## src/rtl/modexp_pkg.sv

```systemverilog
// ---------------------------------------------------------------------------
// modexp_pkg: shared FSM state type and width helpers for modexp_engine. Rev 1.0
// ---------------------------------------------------------------------------
`default_nettype none

package modexp_pkg;

  localparam int MSG_WIDTH_DEF = 16;
  localparam int KEY_WIDTH_DEF = 16;

  typedef enum logic [2:0] {
    IDLE      = 3'd0,
    CHECK     = 3'd1,
    REDUCE_IN = 3'd2,
    MUL       = 3'd3,
    SQR       = 3'd4,
    DONE      = 3'd5
  } modexp_state_t;

  function automatic int prod_w(input int kw);
    return 2 * kw;
  endfunction

  function automatic int idx_w(input int kw);
    return (kw > 1) ? $clog2(kw) : 1;
  endfunction

  localparam int PROD_WIDTH_DEF = prod_w(KEY_WIDTH_DEF);
  localparam int IDX_WIDTH_DEF  = idx_w(KEY_WIDTH_DEF);

endpackage

`default_nettype wire

```

## src/rtl/modexp_if.sv

```systemverilog
// ---------------------------------------------------------------------------
// modexp_if: start/operand/result bundle between key store and modexp_engine. Rev 1.0
// ---------------------------------------------------------------------------
`default_nettype none

interface modexp_if #(
  parameter int MSG_WIDTH = 16,
  parameter int KEY_WIDTH = 16
);
  logic                 ready_in;
  logic [MSG_WIDTH-1:0] value_in;
  logic [KEY_WIDTH-1:0] modulus_in;
  logic [KEY_WIDTH-1:0] exponent_in;
  logic [KEY_WIDTH-1:0] value_out;
  logic                 busy_out;
  logic                 valid_out;
  logic                 error_out;

  modport master (
    output ready_in, value_in, modulus_in, exponent_in,
    input  value_out, busy_out, valid_out, error_out
  );

  modport slave (
    input  ready_in, value_in, modulus_in, exponent_in,
    output value_out, busy_out, valid_out, error_out
  );
endinterface

`default_nettype wire

```

## src/rtl/mod_mult_step.sv

```systemverilog
// ---------------------------------------------------------------------------
// mod_mult_step: (a*b) mod m, or raw mod m in bypass, by bit-serial restoring reduction. Rev 1.0
// ---------------------------------------------------------------------------
`default_nettype none

module mod_mult_step
  import modexp_pkg::*;
#(
  parameter int KEY_WIDTH = KEY_WIDTH_DEF
) (
  input  wire logic                           clk,
  input  wire logic                           rst,
  input  wire logic                           start,
  input  wire logic                           bypass,
  input  wire logic [KEY_WIDTH-1:0]           a,
  input  wire logic [KEY_WIDTH-1:0]           b,
  input  wire logic [KEY_WIDTH-1:0]           m,
  input  wire logic [prod_w(KEY_WIDTH)-1:0]   raw,
  output logic                                busy,
  output logic                                valid,
  output logic [KEY_WIDTH-1:0]                result
);

  localparam int PW = prod_w(KEY_WIDTH);
  localparam int CW = $clog2(PW);

  logic [PW-1:0]        r_prod;
  logic [KEY_WIDTH-1:0] r_rem;
  logic [KEY_WIDTH-1:0] r_m;
  logic [CW-1:0]        r_cnt;
  logic [KEY_WIDTH:0]   w_shift;
  logic [KEY_WIDTH:0]   w_diff;
  logic [KEY_WIDTH-1:0] w_next;

  // Remainder stays below m, so one conditional subtract per shifted-in bit suffices.
  always_comb begin
    w_shift = {r_rem, r_prod[PW-1]};
    w_diff  = w_shift - {1'b0, r_m};
    w_next  = (w_shift >= {1'b0, r_m}) ? w_diff[KEY_WIDTH-1:0] : w_shift[KEY_WIDTH-1:0];
  end

  always_ff @(posedge clk) begin
    if (rst) begin
      r_prod <= '0;
      r_rem  <= '0;
      r_m    <= '0;
      r_cnt  <= '0;
      busy   <= 1'b0;
      valid  <= 1'b0;
    end else begin
      valid <= 1'b0;
      if (!busy) begin
        if (start) begin
          r_prod <= bypass ? raw : (PW'(a) * PW'(b));
          r_rem  <= '0;
          r_m    <= m;
          r_cnt  <= '0;
          busy   <= 1'b1;
        end
      end else begin
        r_prod <= r_prod << 1;
        r_rem  <= w_next;
        r_cnt  <= r_cnt + 1'b1;
        if (r_cnt == CW'(PW - 1)) begin
          busy  <= 1'b0;
          valid <= 1'b1;
        end
      end
    end
  end

  assign result = r_rem;

endmodule

`default_nettype wire

```

## src/rtl/modexp_engine.sv

```systemverilog
// ---------------------------------------------------------------------------
// modexp_engine: value^e mod m, right-to-left square-and-multiply; MODEXP_CONST_TIME_EN selects fixed latency. Rev 1.0
// ---------------------------------------------------------------------------
`default_nettype none

module modexp_engine
  import modexp_pkg::*;
#(
  parameter int MSG_WIDTH = MSG_WIDTH_DEF,
  parameter int KEY_WIDTH = KEY_WIDTH_DEF
) (
  input  wire logic clk_in,
  input  wire logic rst_in,
  modexp_if.slave   bus
);

  localparam int PW = prod_w(KEY_WIDTH);
  localparam int IW = idx_w(KEY_WIDTH);

  modexp_state_t        r_state, w_state_next;
  logic [PW-1:0]        r_val;
  logic [KEY_WIDTH-1:0] r_mod, r_exp, r_base, r_acc, r_res;
  logic [IW-1:0]        r_idx;
  logic                 r_err, r_issued;

  logic                 w_step_go, w_step_busy, w_step_valid;
  logic [KEY_WIDTH-1:0] w_step_a, w_step_result;
  logic [KEY_WIDTH-1:0] w_bits;

  assign w_bits = r_exp >> r_idx;

  mod_mult_step #(.KEY_WIDTH(KEY_WIDTH)) u_step (
    .clk    (clk_in),
    .rst    (rst_in),
    .start  (w_step_go),
    .bypass (r_state == REDUCE_IN),
    .a      (w_step_a),
    .b      (r_base),
    .m      (r_mod),
    .raw    (r_val),
    .busy   (w_step_busy),
    .valid  (w_step_valid),
    .result (w_step_result)
  );

  always_ff @(posedge clk_in) begin
    if (rst_in) r_state <= IDLE;
    else        r_state <= w_state_next;
  end

  always_comb begin
    w_state_next = r_state;
    w_step_go    = 1'b0;
    w_step_a     = (r_state == MUL) ? r_acc : r_base;
    case (r_state)
      IDLE: if (bus.ready_in) w_state_next = CHECK;
      CHECK: begin
        if (r_mod == '0) begin
          w_state_next = DONE;
        end else begin
`ifdef MODEXP_CONST_TIME_EN
          w_state_next = REDUCE_IN;
`else
          w_state_next = ((r_mod == KEY_WIDTH'(1)) || (r_exp == '0)) ? DONE : REDUCE_IN;
`endif
        end
      end
      REDUCE_IN, MUL, SQR: begin
        if (!r_issued) begin
          w_step_go = 1'b1;
        end else if (w_step_valid) begin
`ifdef MODEXP_CONST_TIME_EN
          case (r_state)
            REDUCE_IN: w_state_next = MUL;
            MUL:       w_state_next = SQR;
            default:   w_state_next = (r_idx == IW'(KEY_WIDTH - 1)) ? DONE : MUL;
          endcase
`else
          // w_bits[0] is the current exponent bit, w_bits[1] the next one.
          case (r_state)
            REDUCE_IN: w_state_next = w_bits[0] ? MUL : SQR;
            MUL:       w_state_next = (|w_bits[KEY_WIDTH-1:1]) ? SQR : DONE;
            default:   w_state_next = w_bits[1] ? MUL : SQR;
          endcase
`endif
        end
      end
      DONE:    w_state_next = IDLE;
      default: w_state_next = IDLE;
    endcase
  end

  always_ff @(posedge clk_in) begin
    if (rst_in) begin
      r_val    <= '0;
      r_mod    <= '0;
      r_exp    <= '0;
      r_base   <= '0;
      r_acc    <= '0;
      r_res    <= '0;
      r_idx    <= '0;
      r_err    <= 1'b0;
      r_issued <= 1'b0;
    end else begin
      case (r_state)
        IDLE: begin
          if (bus.ready_in) begin
            r_val    <= PW'(bus.value_in);
            r_mod    <= bus.modulus_in;
            r_exp    <= bus.exponent_in;
            r_idx    <= '0;
            r_err    <= 1'b0;
            r_issued <= 1'b0;
          end
        end
        CHECK: begin
          // 1 mod m, which is 0 for m==1; m==0 reports 0 with the error flag.
          r_acc <= (r_mod == KEY_WIDTH'(1) || r_mod == '0) ? '0 : KEY_WIDTH'(1);
          r_err <= (r_mod == '0);
        end
        REDUCE_IN, MUL, SQR: begin
          if (!r_issued) begin
            r_issued <= 1'b1;
          end else if (w_step_valid) begin
            r_issued <= 1'b0;
            case (r_state)
              REDUCE_IN: r_base <= w_step_result;
              // In constant-time mode a clear exponent bit makes this a dummy multiply.
              MUL: if (w_bits[0]) r_acc <= w_step_result;
              default: begin
                r_base <= w_step_result;
                r_idx  <= r_idx + 1'b1;
              end
            endcase
          end
        end
        DONE: r_res <= r_acc;
        default: ;
      endcase
    end
  end

  assign bus.value_out = (r_state == DONE) ? r_acc : r_res;
  assign bus.valid_out = (r_state == DONE);
  assign bus.error_out = (r_state == DONE) && r_err;
  assign bus.busy_out  = (r_state != IDLE) && (r_state != DONE);

endmodule

`default_nettype wire

```

## src/flat_wrapper.sv

```systemverilog
// flat-port wrapper written by rule: the top's interface ports become plain ports
module modexp_engine_flat import modexp_pkg::*;
#(
  parameter int MSG_WIDTH = MSG_WIDTH_DEF,
  parameter int KEY_WIDTH = KEY_WIDTH_DEF
)
  (clk_in, rst_in, bus_ready_in, bus_value_in, bus_modulus_in, bus_exponent_in, bus_value_out, bus_busy_out, bus_valid_out, bus_error_out);
  modexp_if #(.MSG_WIDTH(MSG_WIDTH), .KEY_WIDTH(KEY_WIDTH)) bus_i ();
  input  wire logic clk_in;
  input  wire logic rst_in;
  input wire logic [$bits(bus_i.ready_in)-1:0] bus_ready_in;
  input wire logic [$bits(bus_i.value_in)-1:0] bus_value_in;
  input wire logic [$bits(bus_i.modulus_in)-1:0] bus_modulus_in;
  input wire logic [$bits(bus_i.exponent_in)-1:0] bus_exponent_in;
  output wire logic [$bits(bus_i.value_out)-1:0] bus_value_out;
  output wire logic [$bits(bus_i.busy_out)-1:0] bus_busy_out;
  output wire logic [$bits(bus_i.valid_out)-1:0] bus_valid_out;
  output wire logic [$bits(bus_i.error_out)-1:0] bus_error_out;
  assign bus_i.ready_in = bus_ready_in;
  assign bus_i.value_in = bus_value_in;
  assign bus_i.modulus_in = bus_modulus_in;
  assign bus_i.exponent_in = bus_exponent_in;
  assign bus_value_out = bus_i.value_out;
  assign bus_busy_out = bus_i.busy_out;
  assign bus_valid_out = bus_i.valid_out;
  assign bus_error_out = bus_i.error_out;
  modexp_engine #(.MSG_WIDTH(MSG_WIDTH), .KEY_WIDTH(KEY_WIDTH)) u_core (.clk_in(clk_in), .rst_in(rst_in), .bus(bus_i));
endmodule
```

## config.mk

```make
export PLATFORM = sky130hd
export DESIGN_NAME = modexp_engine_flat
export DESIGN_NICKNAME = d
export VERILOG_FILES = /design/src/rtl/modexp_pkg.sv /design/src/rtl/modexp_if.sv /design/src/rtl/mod_mult_step.sv /design/src/rtl/modexp_engine.sv /design/src/flat_wrapper.sv
export SDC_FILE = /design/constraint.sdc
export NUM_CORES = 1
export LEC_CHECK = 0
export BUFFER_PORTS_ARGS = -buffer_cell sky130_fd_sc_hd__buf_2
export CORE_ASPECT_RATIO = 0.5
export CORE_MARGIN = 10
export CORE_UTILIZATION = 55
export DETAILED_ROUTE_END_ITERATION = 8
export PLACE_DENSITY = 0.72
export SKIP_CTS_REPAIR_TIMING = 1
export SLEW_MARGIN = 20
export SYNTH_ARGS = -nofsm -noshare
export SYNTH_HDL_FRONTEND = slang
export SYNTH_HIERARCHICAL = 1
export SYNTH_SLANG_ARGS = --single-unit
```

## constraint.sdc

```tcl
create_clock -name clk_in -period 9.7 [get_ports clk_in]
set_clock_uncertainty 0.2 [all_clocks]
set_input_delay 1.94 -clock clk_in [delete_from_list [all_inputs] [get_ports clk_in]]
set_output_delay 1.94 -clock clk_in [all_outputs]
set_load 0.05 [all_outputs]
```

==> impl_metrics.json <==
{
  "synth_top_family_by_area": "adder cells",
  "fp.dieArea_sq_mm": 0.0396,
  "drive_gt1_frac": 0.0803,
  "dieWidth_um": 271,
  "hpwl_um": 33700,
  "max_cap_viol_count": 0,
  "synth.distinct_cells": 92,
  "rows": 45,
  "place.gp.congestion": 0.896,
  "rsz0062_at_grt": "no",
  "synthSimpleGateAreaFrac": 0.199,
  "clock_latency_ps": 430,
  "ys_async_sr_fraction": 0,
  "dpl_cell_area_sq_mm": 0.0180,
  "path_clk_slew_ps": 70,
  "ir_drop_uv": 172,
  "fin_util": 0.607,
  "drt_pass1_iterations": 7,
  "wirelength_um": 44600,
  "max_freq_mhz": 120,
  "holdWs_ps": 256,
  "clkSinkCount": 176,
  "syn_area_sq_mm": 0.0174,
  "setup_ws_ps": 1360,
  "final_cell_area_sq_mm": 0.0186,
  "synth_fa_ha_area_frac": 0.313,
  "vias_per_cell": 5.62,
  "p_per_area_mw_per_mm2": 160,
  "hold_violations": 0,
  "maxSlewHeadroom": 0.278,
  "finalMaxSlewViolations": 0,
  "hp-class": "reg -> reg",
  "yosysTopAreaCell": "fa_1",
  "timing.final.crit_period_ps": 8340,
  "end_kind": "flip-flop",
  "numCtsBuffers": 17,
  "syn_inst": 2076,
  "setup_viol": 0,
  "nets": 2461,
  "postRouteAntennaNets": 0,
  "clock_path_buffers": 2,
  "ys_ff_latch": 176,
  "synthFlopType": "dfxtp_1",
  "cp.required_ps": 9880,
  "grt_max_degree": 103,
  "synth-xor-area-share": 0.0176,
  "die_height_um": 146,
  "port_buffers": 69,
  "syn_avg_cell_area_sq_um": 8.37,
  "preCtsSetupSlack_ps": 1560,
  "io_pins": 70,
  "start_kind": "flip-flop",
  "num_vias": 14200,
  "grt_pass1_vias": 14300,
  "routedWlPerCell_um": 17.6,
  "syn_to_final_growth_pct": 7.26,
  "overflow": 0,
  "worstPathArrival_ps": 8520,
  "start_util": 0.566,
  "synth_area_leaders": "fa_1, dfxtp_1, ha_1, nand2_1, inv_1",
  "drcViolationCount": 0,
  "synth_compound_area_frac": 0.128,
  "ys_seq_area_frac": 0.203,
  "grt_pass1_wl_um": 74100,
  "antenna_found_initial": 0,
  "core_sq_mm": 0.0307,
  "tritoncts": "built",
  "status": "finished, final reports clean",
  "yosysWarnings": 6,
  "cts_htree_levels": 4,
  "synth_top_area_share": 0.225,
  "synth_edf_count": 0,
  "fin_crit_sh": 0.860,
  "tns_ps": 0,
  "worst_pin_slew_ps": 1080,
  "fillCellCount": 2784,
  "power.leakage_nw": 8.58,
  "muxShareOfSynthArea": 0.0542,
  "drtIter0Drc": 1133,
  "critPathKind": "reg -> reg",
  "track_usage": 0.227,
  "cp_max_fo": 18,
  "root_buffer": "clkbuf_16"
}
## layout by cell type (no fill, tap or decap), drive strengths merged, types with 21 or more instances in the layout
cell type  instances
nand2            386
inv              268
fa               195
dfxtp            176
a21oi            129
and2             127
ha               123
nor2              91
buf               87
o21ai             63
mux2i             54
nor2b             37
nor3              27
nand3             26
xnor2             24
mux2              21
## worst max-delay path, cell delays in order (launching register included)
cell	delay (ps)
dfxtp_1	540
nor2b_1	390
nand2_1	710
mux2_2	690
and2_1	220
fa_1	530
inv_1	50
fa_1	550
fa_1	440
fa_1	490
inv_1	50
fa_1	560
inv_1	70
fa_1	530
inv_1	50
ha_1	340
a21oi_1	260
inv_1	70
a31oi_1	200
a311oi_1	100
o21ai_1	550
a21oi_1	220
a311o_1	390
nand3_1	60
## metal layers
metal,up-vias,track usage,part of all wire
li1,6757,-,-
met1,6918,0.313,0.45
met4,0,0.0569,0.015
met5,-,0,0
met2,497,0.358,0.46
met3,50,0.0462,0.074
## final timing paths
check | from | to | slack (ps) | depth (start not counted)
max | u_core/r_state[1]$_SDFFE_PP0P_ | u_core/u_step/r_prod[24]$_SDFFE_PP0P_ | 1360 | 23
min | u_core/u_step/r_m[6]$_SDFFE_PP0P_ | u_core/u_step/r_m[6]$_SDFFE_PP0P_ | 260 | 2
max reg2reg | u_core/r_state[1]$_SDFFE_PP0P_ | u_core/u_step/r_prod[24]$_SDFFE_PP0P_ | 1360 | 23
min reg2reg | u_core/u_step/r_m[6]$_SDFFE_PP0P_ | u_core/u_step/r_m[6]$_SDFFE_PP0P_ | 260 | 2
## flip-flops by register name, indices dropped and copies added, names as in the netlist, 3 cells and up
signal / flops
u_core/r_mod: 16
u_core/r_base: 16
u_core/u_step/r_cnt: 5
u_core/u_step/r_prod: 32
u_core/r_val: 16
u_core/r_exp: 16
u_core/r_state: 3
u_core/u_step/r_m: 16
u_core/r_idx: 4
u_core/r_acc: 16
u_core/r_res: 16
u_core/u_step/result: 16
## power by group
group / internal [mW] / switching (mW)
Clock: 0.467 / 0.294
Sequential: 0.838 / 0.117
Combinational: 0.523 / 0.742
Total: 1.83 / 1.15
## cells in the mapped netlist, types with 6 or more instances
| library cell | number |
|---|---|
| inv_1 | 265 |
| nor3_1 | 27 |
| nand4_1 | 6 |
| a221o_1 | 10 |
| or3_1 | 6 |
| a21oi_1 | 128 |
| xnor2_1 | 24 |
| mux2i_1 | 54 |
| nor4_1 | 6 |
| o21ai_0 | 54 |
| a211oi_1 | 11 |
| o21a_1 | 10 |
| a31oi_1 | 12 |
| a21o_1 | 19 |
| fa_1 | 195 |
| nor2_1 | 91 |
| nor2b_1 | 36 |
| xor2_1 | 11 |
| o21ai_1 | 9 |
| o22ai_1 | 12 |
| clkbuf_1 | 85 |
| nand2b_1 | 14 |
| and2_1 | 124 |
| a221oi_1 | 7 |
| mux2_2 | 20 |
| nand3_1 | 26 |
| dfxtp_1 | 176 |
| ha_1 | 123 |
| nand2_1 | 385 |
| o211ai_1 | 17 |
## through the flow
| stage | total power [mW] | instances |
|---|---|---|
| 3_3_place_gp | 2.20 | 2496 |
| 4_1_cts | 2.97 | 2528 |
| 5_1_grt | 3.17 | 2528 |
| 2_1_floorplan | 2.00 | 2091 |
| 6_report | 2.98 | 2529 |
| 3_5_place_dp | 2.22 | 2496 |
## kinds of logic after synthesis
group                    Yosys count
AO/OA/AOI/OAI                    343
XOR/XNOR                          35
adder cells (fa/ha/maj)          318
buffers and inverters            373
flip-flops                       176
multiplexers                      82
other                              1
AND/OR/NAND/NOR                  748
## area by class of cell
| type | count | area, sq um | area share |
|---|---|---|---|
| diodes | 1 | 2.50 | 0.000134 |
| clock buffers | 20 | 447 | 0.0240 |
| clock inverters | 12 | 204 | 0.0109 |
| inverters | 268 | 1010 | 0.0539 |
| multi-input cells | 1542 | 12500 | 0.668 |
| flip-flops and latches | 176 | 3520 | 0.189 |
| well taps | 423 | 529 | 0.0284 |
| repair buffers | 87 | 483 | 0.0259 |
(Power assumes the default switching activity.)
